$ cat src/rtl/ttc_chanb_pkg.sv
// Shared constants, types and helpers for the TTC Channel B loopback scheduler.
package ttc_chanb_pkg;

    localparam logic [5:0] CHANB_TS_RESET    = 6'b001010;
    localparam logic       CHANB_FILL_PREFIX = 1'b1;

    // Fill types; 00 is not a legal fill and is rejected at the request port.
    localparam logic [1:0] FILL_NONE     = 2'b00;
    localparam logic [1:0] MUON          = 2'b01;
    localparam logic [1:0] LASER         = 2'b10;
    localparam logic [1:0] PEDESTAL      = 2'b11;

    // Bit positions inside the {fill, ts, evt} pending vector.
    localparam int unsigned PEND_EVT  = 0;
    localparam int unsigned PEND_TS   = 1;
    localparam int unsigned PEND_FILL = 2;

    typedef enum logic [1:0] {
        IDLE   = 2'd0,
        STROBE = 2'd1,
        GAP    = 2'd2
    } chanb_state_e;

    // One broadcast slot as seen by the Channel B receiver.
    typedef struct packed {
        logic [5:0] info;
        logic       evt_reset;
    } chanb_slot_t;

    function automatic logic [5:0] fill_payload(input logic [1:0] ft);
        return {CHANB_FILL_PREFIX, ft, 3'b000};
    endfunction

endpackage

$ cat src/rtl/ttc_chanb_loopback_scheduler_sat_counter.sv
// Saturating up-counter with a multi-unit increment per cycle.
module sat_counter #(
    parameter int unsigned W     = 16,
    parameter int unsigned INC_W = 2
) (
    input  logic             clk,
    input  logic             reset,
    input  logic [INC_W-1:0] i_inc,
    output logic [W-1:0]     o_count
);

    logic [W-1:0] r_count;
    logic [W:0]   w_sum;

    assign w_sum   = {1'b0, r_count} + (W+1)'(i_inc);
    assign o_count = r_count;

    // Accumulate, clamping at all-ones instead of wrapping.
    always_ff @(posedge clk) begin
        if (reset) begin
            r_count <= '0;
        end else if (w_sum[W]) begin
            r_count <= '1;
        end else begin
            r_count <= w_sum[W-1:0];
        end
    end

endmodule

$ cat src/rtl/ttc_chanb_loopback_scheduler.sv
// Local TTC Channel B broadcast generator for loopback mode: arbitrates
// event-reset / timestamp-reset / fill-type requests into spaced strobes.
module ttc_chanb_loopback_scheduler
    import ttc_chanb_pkg::*;
#(
    parameter int unsigned GAP_CYCLES = 44,
    parameter int unsigned CNT_W      = 16
) (
    input  logic             clk,
    input  logic             reset,
    input  logic             enable,
    input  logic             req_evt_reset,
    input  logic             req_ts_reset,
    input  logic             req_fill,
    input  logic [1:0]       req_fill_type,
    output logic [5:0]       chan_b_info,
    output logic             chan_b_valid,
    output logic             evt_count_reset,
    output logic             busy,
    output logic [2:0]       pending,
    output logic [CNT_W-1:0] drop_count,
    output logic [CNT_W-1:0] coalesce_count
);

    localparam int unsigned GAP_W = (GAP_CYCLES > 2) ? $clog2(GAP_CYCLES) : 1;

    chanb_state_e r_state, w_state_nxt;
    logic [GAP_W-1:0] r_gap_cnt, w_gap_cnt_nxt;
    logic [2:0]       r_pending, w_pending_nxt;
    logic [1:0]       r_fill_type, w_fill_type_nxt;
    logic             r_valid, w_valid_nxt;
    chanb_slot_t      r_slot, w_slot_nxt;

    logic             w_fill_ok;
    logic [2:0]       w_incoming;
    logic [2:0]       w_merged;
    logic             w_launch;
    logic [1:0]       w_drop_inc;
    logic [1:0]       w_coal_inc;

    assign w_fill_ok  = req_fill && (req_fill_type != FILL_NONE);
    assign w_incoming = {w_fill_ok, req_ts_reset, req_evt_reset};
    assign w_merged   = r_pending | w_incoming;

    // Next state, slot selection and pending bookkeeping.
    always_comb begin
        w_state_nxt     = r_state;
        w_gap_cnt_nxt   = r_gap_cnt;
        w_pending_nxt   = w_merged;
        w_fill_type_nxt = w_fill_ok ? req_fill_type : r_fill_type;
        w_valid_nxt     = 1'b0;
        w_slot_nxt      = '0;
        w_launch        = 1'b0;

        case (r_state)
            IDLE: begin
                w_launch = 1'b1;
            end
            STROBE: begin
                w_state_nxt   = GAP;
                w_gap_cnt_nxt = '0;
            end
            GAP: begin
                // Expiry falls straight into the IDLE decision so backlog
                // strobes land exactly GAP_CYCLES apart.
                if (r_gap_cnt == GAP_W'(GAP_CYCLES - 2)) begin
                    w_state_nxt = IDLE;
                    w_launch    = 1'b1;
                end else begin
                    w_gap_cnt_nxt = r_gap_cnt + GAP_W'(1);
                end
            end
            default: begin
                w_state_nxt = IDLE;
            end
        endcase

        if (w_launch && (|w_merged)) begin
            w_state_nxt = STROBE;
            w_valid_nxt = 1'b1;
            if (w_merged[PEND_TS] || w_merged[PEND_EVT]) begin
                w_slot_nxt.info          = w_merged[PEND_TS] ? CHANB_TS_RESET : 6'b000000;
                w_slot_nxt.evt_reset     = w_merged[PEND_EVT];
                w_pending_nxt[PEND_TS]   = 1'b0;
                w_pending_nxt[PEND_EVT]  = 1'b0;
            end else begin
                w_slot_nxt.info          = fill_payload(w_fill_type_nxt);
                w_pending_nxt[PEND_FILL] = 1'b0;
            end
        end

        if (!enable) begin
            w_state_nxt     = IDLE;
            w_gap_cnt_nxt   = '0;
            w_pending_nxt   = '0;
            w_fill_type_nxt = r_fill_type;
            w_valid_nxt     = 1'b0;
            w_slot_nxt      = '0;
        end
    end

    // State and output registers.
    always_ff @(posedge clk) begin
        if (reset) begin
            r_state     <= IDLE;
            r_gap_cnt   <= '0;
            r_pending   <= '0;
            r_fill_type <= MUON;
            r_valid     <= 1'b0;
            r_slot      <= '0;
        end else begin
            r_state     <= w_state_nxt;
            r_gap_cnt   <= w_gap_cnt_nxt;
            r_pending   <= w_pending_nxt;
            r_fill_type <= w_fill_type_nxt;
            r_valid     <= w_valid_nxt;
            r_slot      <= w_slot_nxt;
        end
    end

    // Drops: every request line while disabled, or an illegal fill type.
    always_comb begin
        if (enable) begin
            w_drop_inc = 2'(req_fill && (req_fill_type == FILL_NONE));
            w_coal_inc = 2'(w_incoming[PEND_EVT]  & r_pending[PEND_EVT])
                       + 2'(w_incoming[PEND_TS]   & r_pending[PEND_TS])
                       + 2'(w_incoming[PEND_FILL] & r_pending[PEND_FILL]);
        end else begin
            w_drop_inc = 2'(req_evt_reset) + 2'(req_ts_reset) + 2'(req_fill);
            w_coal_inc = 2'b00;
        end
    end

    sat_counter #(.W(CNT_W), .INC_W(2)) u_drop_cnt (
        .clk     (clk),
        .reset   (reset),
        .i_inc   (w_drop_inc),
        .o_count (drop_count)
    );

    sat_counter #(.W(CNT_W), .INC_W(2)) u_coal_cnt (
        .clk     (clk),
        .reset   (reset),
        .i_inc   (w_coal_inc),
        .o_count (coalesce_count)
    );

    assign chan_b_valid    = r_valid;
    assign chan_b_info     = r_slot.info;
    assign evt_count_reset = r_slot.evt_reset;
    assign busy            = (r_state != IDLE);
    assign pending         = r_pending;

endmodule

$ cat config.mk
export PLATFORM = sky130hd
export DESIGN_NAME = ttc_chanb_loopback_scheduler
export DESIGN_NICKNAME = d
export VERILOG_FILES = /design/src/rtl/ttc_chanb_pkg.sv /design/src/rtl/ttc_chanb_loopback_scheduler_sat_counter.sv /design/src/rtl/ttc_chanb_loopback_scheduler.sv
export SDC_FILE = /design/constraint.sdc
export NUM_CORES = 1
export LEC_CHECK = 0
export ABC_AREA = 1
export ABC_CLOCK_PERIOD_IN_PS = 4100
export CAP_MARGIN = 20
export CORE_ASPECT_RATIO = 1.2
export CORE_UTILIZATION = 40
export CTS_CLUSTER_DIAMETER = 80
export DETAILED_ROUTE_END_ITERATION = 8
export HOLD_SLACK_MARGIN = 0.05
export PLACE_DENSITY = 0.67
export SYNTH_ARGS = -nofsm -noshare
export SYNTH_HDL_FRONTEND = slang
export SYNTH_SLANG_ARGS = --single-unit
$ cat constraint.sdc
create_clock -name clk -period 4.1 [get_ports clk]
set_input_delay 1.025 -clock clk [delete_from_list [all_inputs] [get_ports clk]]
set_output_delay 1.025 -clock clk [all_outputs]
set_load 0.02 [all_outputs]
After elaboration in Yosys (flattened, before gate mapping)
Cells that the tools add are included.

Flip-flop bits (word level): 53. Input port bits: 8. Output and inout bits: 44. Word-level logic and storage cells: 68.

Add/sub/neg operators: 7. Equal/unequal tests: 7. Muxes and demuxes: 18. Bitwise gates (word level): 8. Reduce and logical (&&, ||, !) cells: 17.

Operators by type and width (count): $add A16 B2 Y17 (2); $mux W16 (2); $mux W6 (2); $pmux W6 S2 (1); $mux W2 (5); $reduce_or A3 Y1 (3); $add A6 B1 Y6 const B (1); $eq A6 B6 Y1 const B (1); $ne A2 B2 Y1 const B (3); $pmux W2 S3 (1); $reduce_and A2 Y1 (3); $reduce_bool A2 Y1 (3); $add A1 B1 Y2 (2); $add A2 B1 Y2 (2); $logic_not A2 Y1 (2); $mux W1 (4); $mux W4 (1); $not A1 Y1 (4); $reduce_or A4 Y1 (1); $and A1 B1 Y1 (3); $logic_and A1 B1 Y1 (3); $mux W3 (1); $ne A3 B3 Y1 const B (1); $or A3 B3 Y3 (1); 5 further kinds (5).

Depth between registers and ports, before layout
Gate-level depths: netlist of the first run.

Word-level depth: 7. Mapped depth: 15. Gate-level depth less buffers: 15.

Hierarchy
From an unflattened synthesis of the first run, not the netlist that was laid out.

Cells, all modules: 377. Area, all modules: 2855.2 um^2.

By module, submodules not included: sat_counter (times used 2, cells each 123, area an instance 929.6 um^2, sequential area each 320.3 um^2); ttc_chanb_loopback_scheduler (times used 1, cells each 131, area an instance 996.0 um^2, sequential area each 380.4 um^2).

Least setup slack after synthesis of the first run
No wires, ideal clock.

Path type: input-to-reg. Start: input port req_fill_type[1]. End: register u_coal_cnt.r_count[3] (netlist: u_coal_cnt.o_count[3]). Setup time: 0.071 ns. Arrival time: 3.211 ns. Required time: 4.029 ns. Slack: 0.817 ns. Stages: 14. Buffers on the path: 1. Cell sequence: o21ai_1 -> inv_1 -> nand2_1 -> fa_1 -> nor2_1 -> ha_1 -> inv_1 -> fa_1 -> inv_1 -> nand2_2 -> nor2_4 -> nand4_4 -> buf_6 -> a21oi_1.

Word-level cells in the longest chain between the ends: 7.

Ends and longest elaborated chain: start: declaration (RTL line ttc_chanb_loopback_scheduler.sv:15) `input logic [1:0] req_fill_type,`; $reduce_bool A2 Y1 (RTL line ttc_chanb_loopback_scheduler.sv:41) `assign w_fill_ok = req_fill && (req_fill_type != FILL_NONE);`; $logic_and A1 B1 Y1 (RTL line ttc_chanb_loopback_scheduler.sv:41); $and A1 B1 Y1 (RTL line ttc_chanb_loopback_scheduler.sv:127) `+ 2'(w_incoming[PEND_FILL] & r_pending[PEND_FILL]);`; $add A2 B1 Y2 (RTL line ttc_chanb_loopback_scheduler.sv:127); $mux W2 (RTL line ttc_chanb_loopback_scheduler.sv:123) `if (enable) begin`; $add A16 B2 Y17 (RTL line ttc_chanb_loopback_scheduler_sat_counter.sv:15) `assign w_sum = {1'b0, r_count} + (W+1)'(i_inc);`; $mux W16 (RTL line ttc_chanb_loopback_scheduler_sat_counter.sv:22) `end else if (w_sum[W]) begin`; end signal: assignment (RTL line ttc_chanb_loopback_scheduler_sat_counter.sv:25) `r_count <= w_sum[W-1:0];`; end: declaration (RTL line ttc_chanb_loopback_scheduler_sat_counter.sv:12) `logic [W-1:0] r_count;`.

Every way passes these cells. A chain may end at the register's enable or synchronous reset.

Worst setup path after layout of the first run
Start: input port req_fill_type[0]. End: register u_coal_cnt.r_count[13] (netlist: u_coal_cnt.o_count[13]).

The elaborated chain is that of the path after synthesis.

==> metrics.md, run 1 <==
| Metric | Value |
|---|---|
| Crit start category | `primary input` |
| Slew Viols, Final | `0` |
| Post-synthesis xor/xnor area fraction | `0.0517` |
| Complex-gate fraction of the synthesized area | `0.0881` |
| GR Util All Layers | `0.174` |
| Cell area after layout | `3370 sq um` |
| Number of distinct library cells after synthesis | `33` |
| Number of global-route vias before repair | `2260` |
| CTS Hold Bufs | `0` |
| Clock power frac | `0.329` |
| Port bufs | `49` |
| Top Metal Used | `met4` |
| CP endpoint kind | `flip-flop` |
| Leakage | `0.00138 uW` |
| Critical path class | `primary input to flip-flop` |
| Mean post-synth cell area | `7.21 sq um` |
| # diodes | `0` |
| CTS Buf Count | `5` |
| CTS Root Buffer Type | `clkbuf_8` |
| M1 WL | `2.78 mm` |
| Die area | `7110 sq um` |
| Cell Pwr Density | `266 nW/um^2` |
| First-pass GRT wire length | `10.1 mm` |
| Status | `finished clean` |
| Adder-cell share of the synthesized area | `0.0572` |
| Antenna violations before repair | `0` |
| Clk_skew | `0.00614 ns` |
| Max_cap viols | `0` |
| Fin crit period | `3.74 ns` |
| HP Class | `flip-flop to flip-flop` |
| Final worst path period share | `0.913` |
| Final setup vio count | `0` |
| Setup TNS | `0 ns` |
| Initial DRT Pass Iterations | `4` |
| Fillers | `676` |
| Postcts setup bufs | `0` |
| Hold WS | `0.494 ns` |
| Synthesis-stage register bit count | `51` |
| 1st-iter DRT viols | `122` |
| Least-Margin Pin Slew | `0.537 ns` |
| Area growth from synthesis to layout | `24.2%` |
| Final GP Congestion | `0.812` |
| CTS tree | `done` |
| Largest family of logic cells by synthesized area | `simple AND/OR/NAND/NOR gates` |
| Starting Density | `0.418` |
| Dominant cell type by area after synthesis | `dfxtp_1` |
| I/O Pins | `52` |
| Met2 WL post-DR | `2.74 mm` |
| Sw power | `222 uW` |
| Final ANT Viol Nets | `0` |
| Met3 wire len | `205 um` |
| Synth warn | `0` |
| Core footprint | `6490 sq um` |
| Synthesized area | `2710 sq um` |
| Clock transition at path regs | `0.09 ns` |
| CTS resizes | `0` |
| RSZ-0062 raised after global routing | `false` |
| Synth Area in Simple Gates | `0.322` |
| Die H | `92.2 um` |
| Syn Inst Count | `376` |
| Post-synthesis mux area share | `0` |
| Largest net degree at the start of global routing | `15` |
| Final #Nets | `446` |
| Int Pwr | `674 uW` |
| Max Freq | `267 MHz` |
| Drt wl/cell | `11.3 um` |
| Final Hold Viols | `0` |
| Seq/Total Area, Yosys | `0.377` |
| Combinational fraction of design power | `0.099` |
| Layout Cells excl Fill | `513` |
| H-tree depth | `2` |
| Clk sinks | `51` |
| Synth area leaders | `dfxtp_1 38%, nand2_1 11%, inv_1 8.6%` |
| Drt drc | `0` |
| Placed inst area | `3280 sq um` |
| GR Overflow Total | `0` |
| Worst-path maximum fanout | `14` |
| Switch share | `0.248` |
| Die Width | `77.2 um` |
| Yosys top cell area share | `0.377` |
| Total number of vias | `2452` |
| Drt total wl | `5.81 mm` |
| Dpl cells | `506` |
| Worst VDD drop | `0.203 mV` |
| Row cnt | `32` |
| DP Wirelength | `4.35 mm` |
| Max clock buf depth | `2` |
| Worst endpoint data arrival time | `3.99 ns` |
| Slew margin rel. | `0.641` |
| Skew-Pair Late Insertion Delay | `0.30 ns` |
| Layout cells sized above 1 | `0.0841` |
| Flop pwr share | `0.571` |
| Finished Core Util | `0.519` |
| Vias per inst | `4.78` |
| Critical Path RT | `4.35 ns` |
[final cells by class]
class / instances / area (sq um) / area share
clock buffer: 6 / 82.6 / 0.0245
clock inverter: 1 / 5.00 / 0.00149
inverter: 64 / 240 / 0.0713
multi-input combinational: 256 / 1420 / 0.420
sequential: 51 / 1020 / 0.303
tap: 85 / 106 / 0.0316
timing repair buffer: 50 / 498 / 0.148
[worst max-delay path, cell delays in order]
cell and delay [ns]:
clkdlybuf4s50_1 0.45, o21ai_1 0.28, inv_1 0.10, nand2_1 0.09
fa_1 0.42, nor2_1 0.11, ha_1 0.18, inv_1 0.05
fa_1 0.40, inv_1 0.08, nand2_2 0.07, nor2_4 0.19
nand4_4 0.25, nand3_1 0.17, nand2_1 0.06, inv_1 0.06
[power by group through the flow]
stage	registers, uW	logic [uW]	clock network [uW]
2_1_floorplan	533	44.1	0
3_3_place_gp	524	88.7	0
3_5_place_dp	524	89.2	0
4_1_cts	513	89.9	305
5_1_grt	514	100	321
6_report	512	89.2	295
[placed cells by master, fill, tap and decap left out, types with 2 or more instances in the layout]
cell / netlist / final
ha_1: 6 / 6
clkdlybuf4s50_1: 0 / 49
nand4_1: 7 / 7
conb_1: 1 / 2
nand3_1: 31 / 31
nor2_1: 40 / 40
xnor2_1: 5 / 5
nand2_2: 7 / 7
nand3b_1: 2 / 2
a21oi_2: 3 / 3
inv_1: 62 / 62
nand2_1: 80 / 80
o21ai_0: 12 / 12
nor2_2: 4 / 4
nand3_2: 4 / 4
nor2_4: 4 / 4
fa_1: 4 / 4
o21ai_1: 4 / 4
xor2_1: 11 / 11
dfxtp_1: 51 / 51
a21oi_1: 22 / 22
inv_2: 2 / 2
clkbuf_8: 0 / 6
[cells in the mapped netlist]
cell	n
nand3_1	31
nor3_2	1
fa_1	4
nor2_1	40
nand3_2	4
xor2_1	11
nand2_2	7
nand2_1	80
a21oi_2	3
nand3b_1	2
nor2_2	4
inv_1	62
dfxtp_1	51
or2_1	1
conb_1	1
buf_6	1
inv_2	2
o211ai_1	1
buf_4	2
o21ai_0	12
nand4_1	7
nand4_2	1
o21ai_2	1
ha_1	6
nor2_4	4
o21ai_1	4
a21oi_1	22
a31oi_1	1
xnor2_1	5
nand4_4	1
buf_2	1
clkbuf_1	2
nor3_1	1
[path summary, 6_finish.rpt]
check / startpoint / cells past startpoint / endpoint / slack, ns
min: r_fill_type[1]$_SDFFE_PP0P_ / 2 / r_fill_type[1]$_SDFFE_PP0P_ / 0.49
min reg2reg: r_fill_type[1]$_SDFFE_PP0P_ / 2 / r_fill_type[1]$_SDFFE_PP0P_ / 0.49
max reg2reg: pending[0]$_SDFF_PP0_ / 13 / u_coal_cnt.o_count[13]$_SDFF_PP0_ / 1.44
max: req_fill_type[0] / 16 / u_coal_cnt.o_count[13]$_SDFF_PP0_ / 0.36
[kinds of logic (layout without fill, tap and decap cells)]
group | after synthesis | in the layout
AO/OA/AOI/OAI | 44 | 44
XOR/XNOR | 16 | 16
adder cells (fa/ha/maj) | 10 | 10
buffers and inverters | 70 | 121
flip-flops | 51 | 51
other | 1 | 2
AND/OR/NAND/NOR | 184 | 184
[metrics by stage]
| step | setup slack, ns | power [uW] |
|---|---|---|
| after floorplan | 0.817 | 577 |
| after global placement | 0.124 | 613 |
| after detailed placement | 0.0422 | 613 |
| after CTS | 0.359 | 907 |
| after global routing | 0.0680 | 935 |
| final | 0.357 | 897 |
[state kept, by name, summed over array words and instances (netlist names)]
register	count
chan_b_info	4
r_gap_cnt	6
r_state	2
u_drop_cnt.o_count	16
r_fill_type	2
u_coal_cnt.o_count	16
pending	3
evt_count_reset	1
chan_b_valid	1
[metal layers]
metal | global-route usage | vias up
li1 | - | 1278
met3 | 0.0299 | 8
met1 | 0.223 | 1120
met5 | 0 | -
met2 | 0.292 | 46
met4 | 0.0613 | 0
Power figures use the tool's default switching activity.
==> run 2: changes to the inputs <==
Settings changed: CAP_MARGIN 20 to default, PLACE_DENSITY 0.67 to 0.7.
==> run 2 against run 1 <==
Against the previous run:
- largest cell class unchanged
- core utilization up 0.17 points
- largest power group unchanged
- first-iteration DRC count down 54%
- power up 2.3%
- critical path type unchanged
==> metrics.md, run 2 (synthesized netlist as in run 1, its figures left out) <==
| Metric | Value |
|---|---|
| First-pass GRT wire length | `9.98 mm (-1.1%)` |
| Vias per inst | `4.72 (-1.3%)` |
| Die area | `7110 sq um (unchanged)` |
| Sw power | `238 uW (+7.0%)` |
| Combinational fraction of design power | `0.097 (-0.002)` |
| Critical Path End | `u_coal_cnt.o_count[15]$_SDFF_PP0_` |
| Multi-input logic area | `1420 sq um (unchanged)` |
| Worst setup startpoint | `req_fill_type[1]` |
| Die Width | `77.2 um (unchanged)` |
| Skew-Pair Late Insertion Delay | `0.31 ns (about the same)` |
| Crit start category | `primary input` |
| Worst path slowest cell | `clkdlybuf4s50_1` |
| GR Overflow Total | `0 (unchanged)` |
| Layout cells sized above 1 | `0.0862 (+0.00213)` |
| CTS Buf Count | `5 (unchanged)` |
| Clk_skew | `0.0130 ns (+0.00685 ns)` |
| Row cnt | `32 (unchanged)` |
| I/O Pins | `52 (unchanged)` |
| Starting Density | `0.418 (unchanged)` |
| Int Pwr | `680 uW (+0.81%)` |
| Flop pwr share | `0.559 (-0.012)` |
| Critical path class | `primary input to flip-flop` |
| CTS resizes | `0 (unchanged)` |
| Drt total wl | `5.92 mm (+1.9%)` |
| Fin crit period | `3.78 ns (+0.0404 ns)` |
| Commonest non-fill, non-tap cell in the layout | `nand2_1` |
| Worst VDD drop | `0.131 mV (-35%)` |
| GR Util All Layers | `0.176 (+0.00158)` |
| Worst Path Buf+Inv | `5 (unchanged)` |
| Critical Path RT | `4.36 ns (about the same)` |
| Leakage | `0.00138 uW (about the same)` |
| Port bufs | `49 (unchanged)` |
| Worst stage delay on the critical path | `0.46 ns (about the same)` |
| Slew Viols, Final | `0 (unchanged)` |
| Critical path's top delay family | `adder cells` |
| Max_cap viols | `0 (unchanged)` |
| Fillers | `634 (-6.2%)` |
| CTS Root Buffer Type | `clkbuf_8` |
| Final setup vio count | `0 (unchanged)` |
| Reg-to-reg endpoint | `u_coal_cnt.o_count[15]$_SDFF_PP0_` |
| HP Class | `flip-flop to flip-flop` |
| Postcts setup bufs | `0 (unchanged)` |
| Max Freq | `264 MHz (-1.1%)` |
| Area growth from synthesis to layout | `24.6%` |
| Final ANT Viol Nets | `0 (unchanged)` |
| Final #Nets | `446 (unchanged)` |
| Setup TNS | `0 ns (unchanged)` |
| Most frequent cells in the layout | `80 x nand2_1, 62 x inv_1, 51 x dfxtp_1` |
| Final worst path period share | `0.923 (+0.00985)` |
| Antenna violations before repair | `0 (unchanged)` |
| CP dominant cell by count | `inv_1` |
| Cell Pwr Density | `272 nW/um^2 (+2.0%)` |
| CP cell instances | `clkdlybuf4s50_1 > o21ai_1 > inv_1 > nand2_1 > fa_1 > nor2_1 > ha_1 > inv_1 > fa_1 > inv_1 > nand2_2 > nor2_4 > nand4_4 > nand3_1 > nand2_1 > inv_1` |
| Largest net degree at the start of global routing | `17 (+2)` |
| Number of global-route vias before repair | `2255 (-0.22%)` |
| CTS Hold Bufs | `0 (unchanged)` |
| Levels on crit path | `16 (unchanged)` |
| Status | `finished clean` |
| Switch share | `0.259 (+0.0112)` |
| Drt drc | `0 (unchanged)` |
| CTS tree | `done` |
| Worst endpoint data arrival time | `4.04 ns (+0.05 ns)` |
| Final Hold Viols | `0 (unchanged)` |
| Max clock buf depth | `2 (unchanged)` |
| Clock transition at path regs | `0.09 ns (about the same)` |
| Worst-path maximum fanout | `14 (unchanged)` |
| FF-to-FF Start | `pending[0]$_SDFF_PP0_` |
| 1st-iter DRT viols | `56 (-54%)` |
| Clk sinks | `51 (unchanged)` |
| Slew margin rel. | `0.598 (-0.0428)` |
| Total number of vias | `2426 (-1.1%)` |
| CP endpoint kind | `flip-flop` |
| Least-Margin Pin Slew | `0.601 ns (+0.0640 ns)` |
| Clock power frac | `0.344 (+0.015)` |
| FF-to-FF path depth | `13 (unchanged)` |
| H-tree depth | `2 (unchanged)` |
| RSZ-0062 raised after global routing | `false` |
| Core footprint | `6490 sq um (unchanged)` |
| DP Wirelength | `4.36 mm (about the same)` |
| Tot Pwr | `918 uW (+2.3%)` |
| Final GP Congestion | `0.801 (-1.4%)` |
| Register area | `1020 sq um (unchanged)` |
| Initial DRT Pass Iterations | `4 (unchanged)` |
| # diodes | `0 (unchanged)` |
| Drt wl/cell | `11.5 um (+1.7%)` |
| Die H | `92.2 um (unchanged)` |
| FF-to-FF setup slack | `1.41 ns (-0.03 ns)` |
## run 2: layout make-up
type                       count  share of cell area
clock inverter                 2             0.00481
sequential                    51               0.302
tap                           85              0.0315
clock buffer                   6              0.0244
inverter                      64              0.0711
timing repair buffer          50               0.147
multi-input combinational    256               0.419
## run 2: power groups by stage
stage	registers, uW	clock network, uW	logic, uW
CTS	513	325	89.8
finish	513	316	89.2
global route	514	346	98.9
detailed placement	524	0	89.4
floorplan	533	0	44.1
global placement	524	0	88.3
## run 2: worst min-delay path by stage
stage / from / to / slack (ns) / cells past startpoint
global route: r_fill_type[1]$_SDFFE_PP0P_ / r_fill_type[1]$_SDFFE_PP0P_ / 0.54 / 2
floorplan: r_fill_type[0]$_SDFFE_PP1P_ / r_fill_type[0]$_SDFFE_PP1P_ / 0.44 / 2
global placement: r_fill_type[0]$_SDFFE_PP1P_ / r_fill_type[0]$_SDFFE_PP1P_ / 0.45 / 2
CTS: r_fill_type[0]$_SDFFE_PP1P_ / r_fill_type[0]$_SDFFE_PP1P_ / 0.49 / 2
finish: r_fill_type[0]$_SDFFE_PP1P_ / r_fill_type[0]$_SDFFE_PP1P_ / 0.48 / 2
detailed placement: r_fill_type[0]$_SDFFE_PP1P_ / r_fill_type[0]$_SDFFE_PP1P_ / 0.46 / 2
## run 2: routing by layer
metal	global-route usage	part of all wire	wire length, um
met4	0.0660	0.012	73
met3	0.0249	0.031	185
met5	0	0	0
met1	0.212	0.47	2780
met2	0.312	0.49	2880
## run 2: metrics by stage
stage | hold slack, ns | instances | worst slack (ns) | area [sq um] | util
final | 0.483 | 514 | 0.317 | 3380 | 0.521
after global placement | 0.454 | 506 | 0.150 | 3280 | 0.506
after global routing | 0.538 | 514 | 0.0697 | 3380 | 0.521
after CTS | 0.485 | 514 | 0.321 | 3380 | 0.521
after detailed placement | 0.463 | 506 | 0.0207 | 3280 | 0.506
after floorplan | 0.436 | 377 | 0.817 | 2720 | -
## run 2: worst reg2reg max path: stages (launching register included)
cell and delay (ns):
dfxtp_1 0.39, nand2_1 0.12, fa_1 0.51, nor2_1 0.12, ha_1 0.17, inv_1 0.06, fa_1 0.40, inv_1 0.08
nand2_2 0.07, nor2_4 0.20, nand4_4 0.25, nand3_1 0.17, nand2_1 0.06, inv_1 0.06
==> run 3: changes to the inputs <==
Settings changed: GPL_TIMING_DRIVEN from default to 0.
==> run 3 against run 2 <==
Against the previous run:
- global-route usage fell by 0.36 points
- critical path depth fell by 1
- clock power rose by 16%
- non-clock buffer count rose by 5
- first-iteration DRC count rose by 71%
- clock skew fell by 0.0076 ns
- worst hold slack improved by 0.016 ns
- maximum frequency rose by 1.1%
- core utilization rose by 0.77 points
- die area did not move
- clock-buffer cell count did not move
- via count rose by 1.8%
- critical endpoint is now u_coal_cnt.o_count[7]$_SDFF_PP0_
- largest cell class unchanged
- largest power group unchanged
==> metrics.md, run 3 (synthesized netlist as in run 1, its figures left out) <==
| Metric | Value |
|---|---|
| Crit start category | `primary input` |
| Worst-path maximum fanout | `10 (-4)` |
| Status | `finished clean` |
| CTS Buf Count | `5 (unchanged)` |
| Final #Nets | `451 (+1.1%)` |
| Core footprint | `6490 sq um (unchanged)` |
| Switch share | `0.238 (-0.0215)` |
| Commonest non-fill, non-tap cell in the layout | `nand2_1` |
| Starting Density | `0.418 (unchanged)` |
| Skew-Pair Late Insertion Delay | `0.31 ns (about the same)` |
| Final worst path period share | `0.912 (-0.0104)` |
| Number of global-route vias before repair | `2278 (+1.0%)` |
| Antenna violations before repair | `0 (unchanged)` |
| Die Width | `77.2 um (unchanged)` |
| CTS Hold Bufs | `0 (unchanged)` |
| Clock power frac | `0.378 (+0.034)` |
| Leakage | `0.00141 uW (+2.3%)` |
| Clk_skew | `0.00536 ns (-0.00763 ns)` |
| Final setup vio count | `0 (unchanged)` |
| Sw power | `231 uW (-2.9%)` |
| Layout cells sized above 1 | `0.0922 (+0.00592)` |
| GR Overflow Total | `0 (unchanged)` |
| Row cnt | `32 (unchanged)` |
| CP endpoint kind | `flip-flop` |
| Drt drc | `0 (unchanged)` |
| GR Util All Layers | `0.172 (-0.00360)` |
| Initial DRT Pass Iterations | `4 (unchanged)` |
| Worst endpoint data arrival time | `3.98 ns (-0.06 ns)` |
| Final ANT Viol Nets | `0 (unchanged)` |
| Postcts setup bufs | `0 (unchanged)` |
| Drt total wl | `5.82 mm (-1.7%)` |
| Most frequent cells in the layout | `80 x nand2_1, 62 x inv_1, 51 x dfxtp_1` |
| Slew Viols, Final | `0 (unchanged)` |
| Final GP Congestion | `0.819 (+2.2%)` |
| Worst VDD drop | `0.142 mV (+8.3%)` |
| Vias per inst | `4.76 (+0.83%)` |
| Int Pwr | `741 uW (+9.0%)` |
| CTS tree | `done` |
| I/O Pins | `52 (unchanged)` |
| Combinational fraction of design power | `0.094 (-0.003)` |
| Critical path class | `primary input to flip-flop` |
| Clk sinks | `51 (unchanged)` |
| CTS resizes | `0 (unchanged)` |
| Port bufs | `49 (unchanged)` |
| Total number of vias | `2470 (+1.8%)` |
| Die area | `7110 sq um (unchanged)` |
| DP Wirelength | `4.35 mm (about the same)` |
| HP Class | `flip-flop to flip-flop` |
| Area growth from synthesis to layout | `26.5%` |
| Cell Pwr Density | `283 nW/um^2 (+4.4%)` |
| Fin crit period | `3.74 ns (-0.0427 ns)` |
| Flop pwr share | `0.528 (-0.031)` |
| Max Freq | `267 MHz (+1.1%)` |
| Largest net degree at the start of global routing | `16 (-1)` |
| CTS Root Buffer Type | `clkbuf_8` |
| First-pass GRT wire length | `9.99 mm (+0.14%)` |
| Final Hold Viols | `0 (unchanged)` |
| H-tree depth | `2 (unchanged)` |
| Max clock buf depth | `2 (unchanged)` |
| 1st-iter DRT viols | `96 (+71%)` |
| Critical Path RT | `4.34 ns (-0.02 ns)` |
| Setup TNS | `0 ns (unchanged)` |
| Max_cap viols | `0 (unchanged)` |
| Die H | `92.2 um (unchanged)` |
| # diodes | `0 (unchanged)` |
| Finished Core Util | `0.529 (+0.00772)` |
| RSZ-0062 raised after global routing | `false` |
| Drt wl/cell | `11.2 um (-2.6%)` |
| Clock transition at path regs | `0.09 ns (about the same)` |
## run 3: cell types whose count changed in the layout (fill, tap and decap cells not counted), sizes merged
cell      before  now
bufinv         0    1
clkinvlp       1    0
buf            1    4
clkbuf         6    8
## run 3: stage by stage
step / area, sq um / power (uW) / hold WS (ns) / setup WS [ns] / std cells
detailed placement: 3310 / 617 / 0.466 / 0.0479 / 511
global route: 3430 / 1020 / 0.542 / 0.147 / 519
finish: 3430 / 972 / 0.499 / 0.359 / 519
CTS: 3430 / 988 / 0.494 / 0.350 / 519
global placement: 3310 / 614 / 0.454 / 0.0784 / 511
floorplan: 2720 / 577 / 0.436 / 0.817 / 377
## run 3: layout make-up
cell class	instances	area, sq um
well taps	85	106
repair buffers	49	490
clock inverters	2	35.0
plain buffers	6	38.8
inverters	64	240
fillers	662	3060
clock buffers	6	82.6
multi-input cells	256	1420
flip-flops and latches	51	1020
## run 3: power groups by stage
| stage | Clock [uW] | Sequential [uW] | Combinational (uW) |
|---|---|---|---|
| after global routing | 401 | 514 | 103 |
| after CTS | 382 | 513 | 92.5 |
| final | 367 | 513 | 91.7 |
| after floorplan | 0 | 533 | 44.1 |
| after detailed placement | 0 | 525 | 92.0 |
| after global placement | 0 | 524 | 90.2 |
## run 3: worst max-delay path, cell delays in order
cell	delay (ns)
clkdlybuf4s50_1	0.45
o21ai_1	0.28
inv_1	0.09
nand2_1	0.09
fa_1	0.43
nor2_1	0.14
ha_1	0.20
inv_1	0.06
fa_1	0.39
inv_1	0.08
nand2_2	0.07
nor2_4	0.20
nand4_4	0.15
buf_6	0.18
a21oi_1	0.14
## run 3: path summary, 6_finish.rpt
path	end	cells after the start	slack [ns]	start
max	u_coal_cnt.o_count[7]$_SDFF_PP0_	15	0.36	req_fill_type[1]
min	r_fill_type[1]$_SDFFE_PP0P_	2	0.50	r_fill_type[1]$_SDFFE_PP0P_
max reg2reg	u_coal_cnt.o_count[7]$_SDFF_PP0_	12	1.44	pending[0]$_SDFF_PP0_
min reg2reg	r_fill_type[1]$_SDFFE_PP0P_	2	0.50	r_fill_type[1]$_SDFFE_PP0P_
## run 3: metal layers
metal  wire length (um)  track usage  up-vias
met3                257       0.0368        6
li1                   -            -     1279
met5                  0            0        -
met1               2700        0.208     1136
met2               2800        0.305       49
met4                 62       0.0472        0
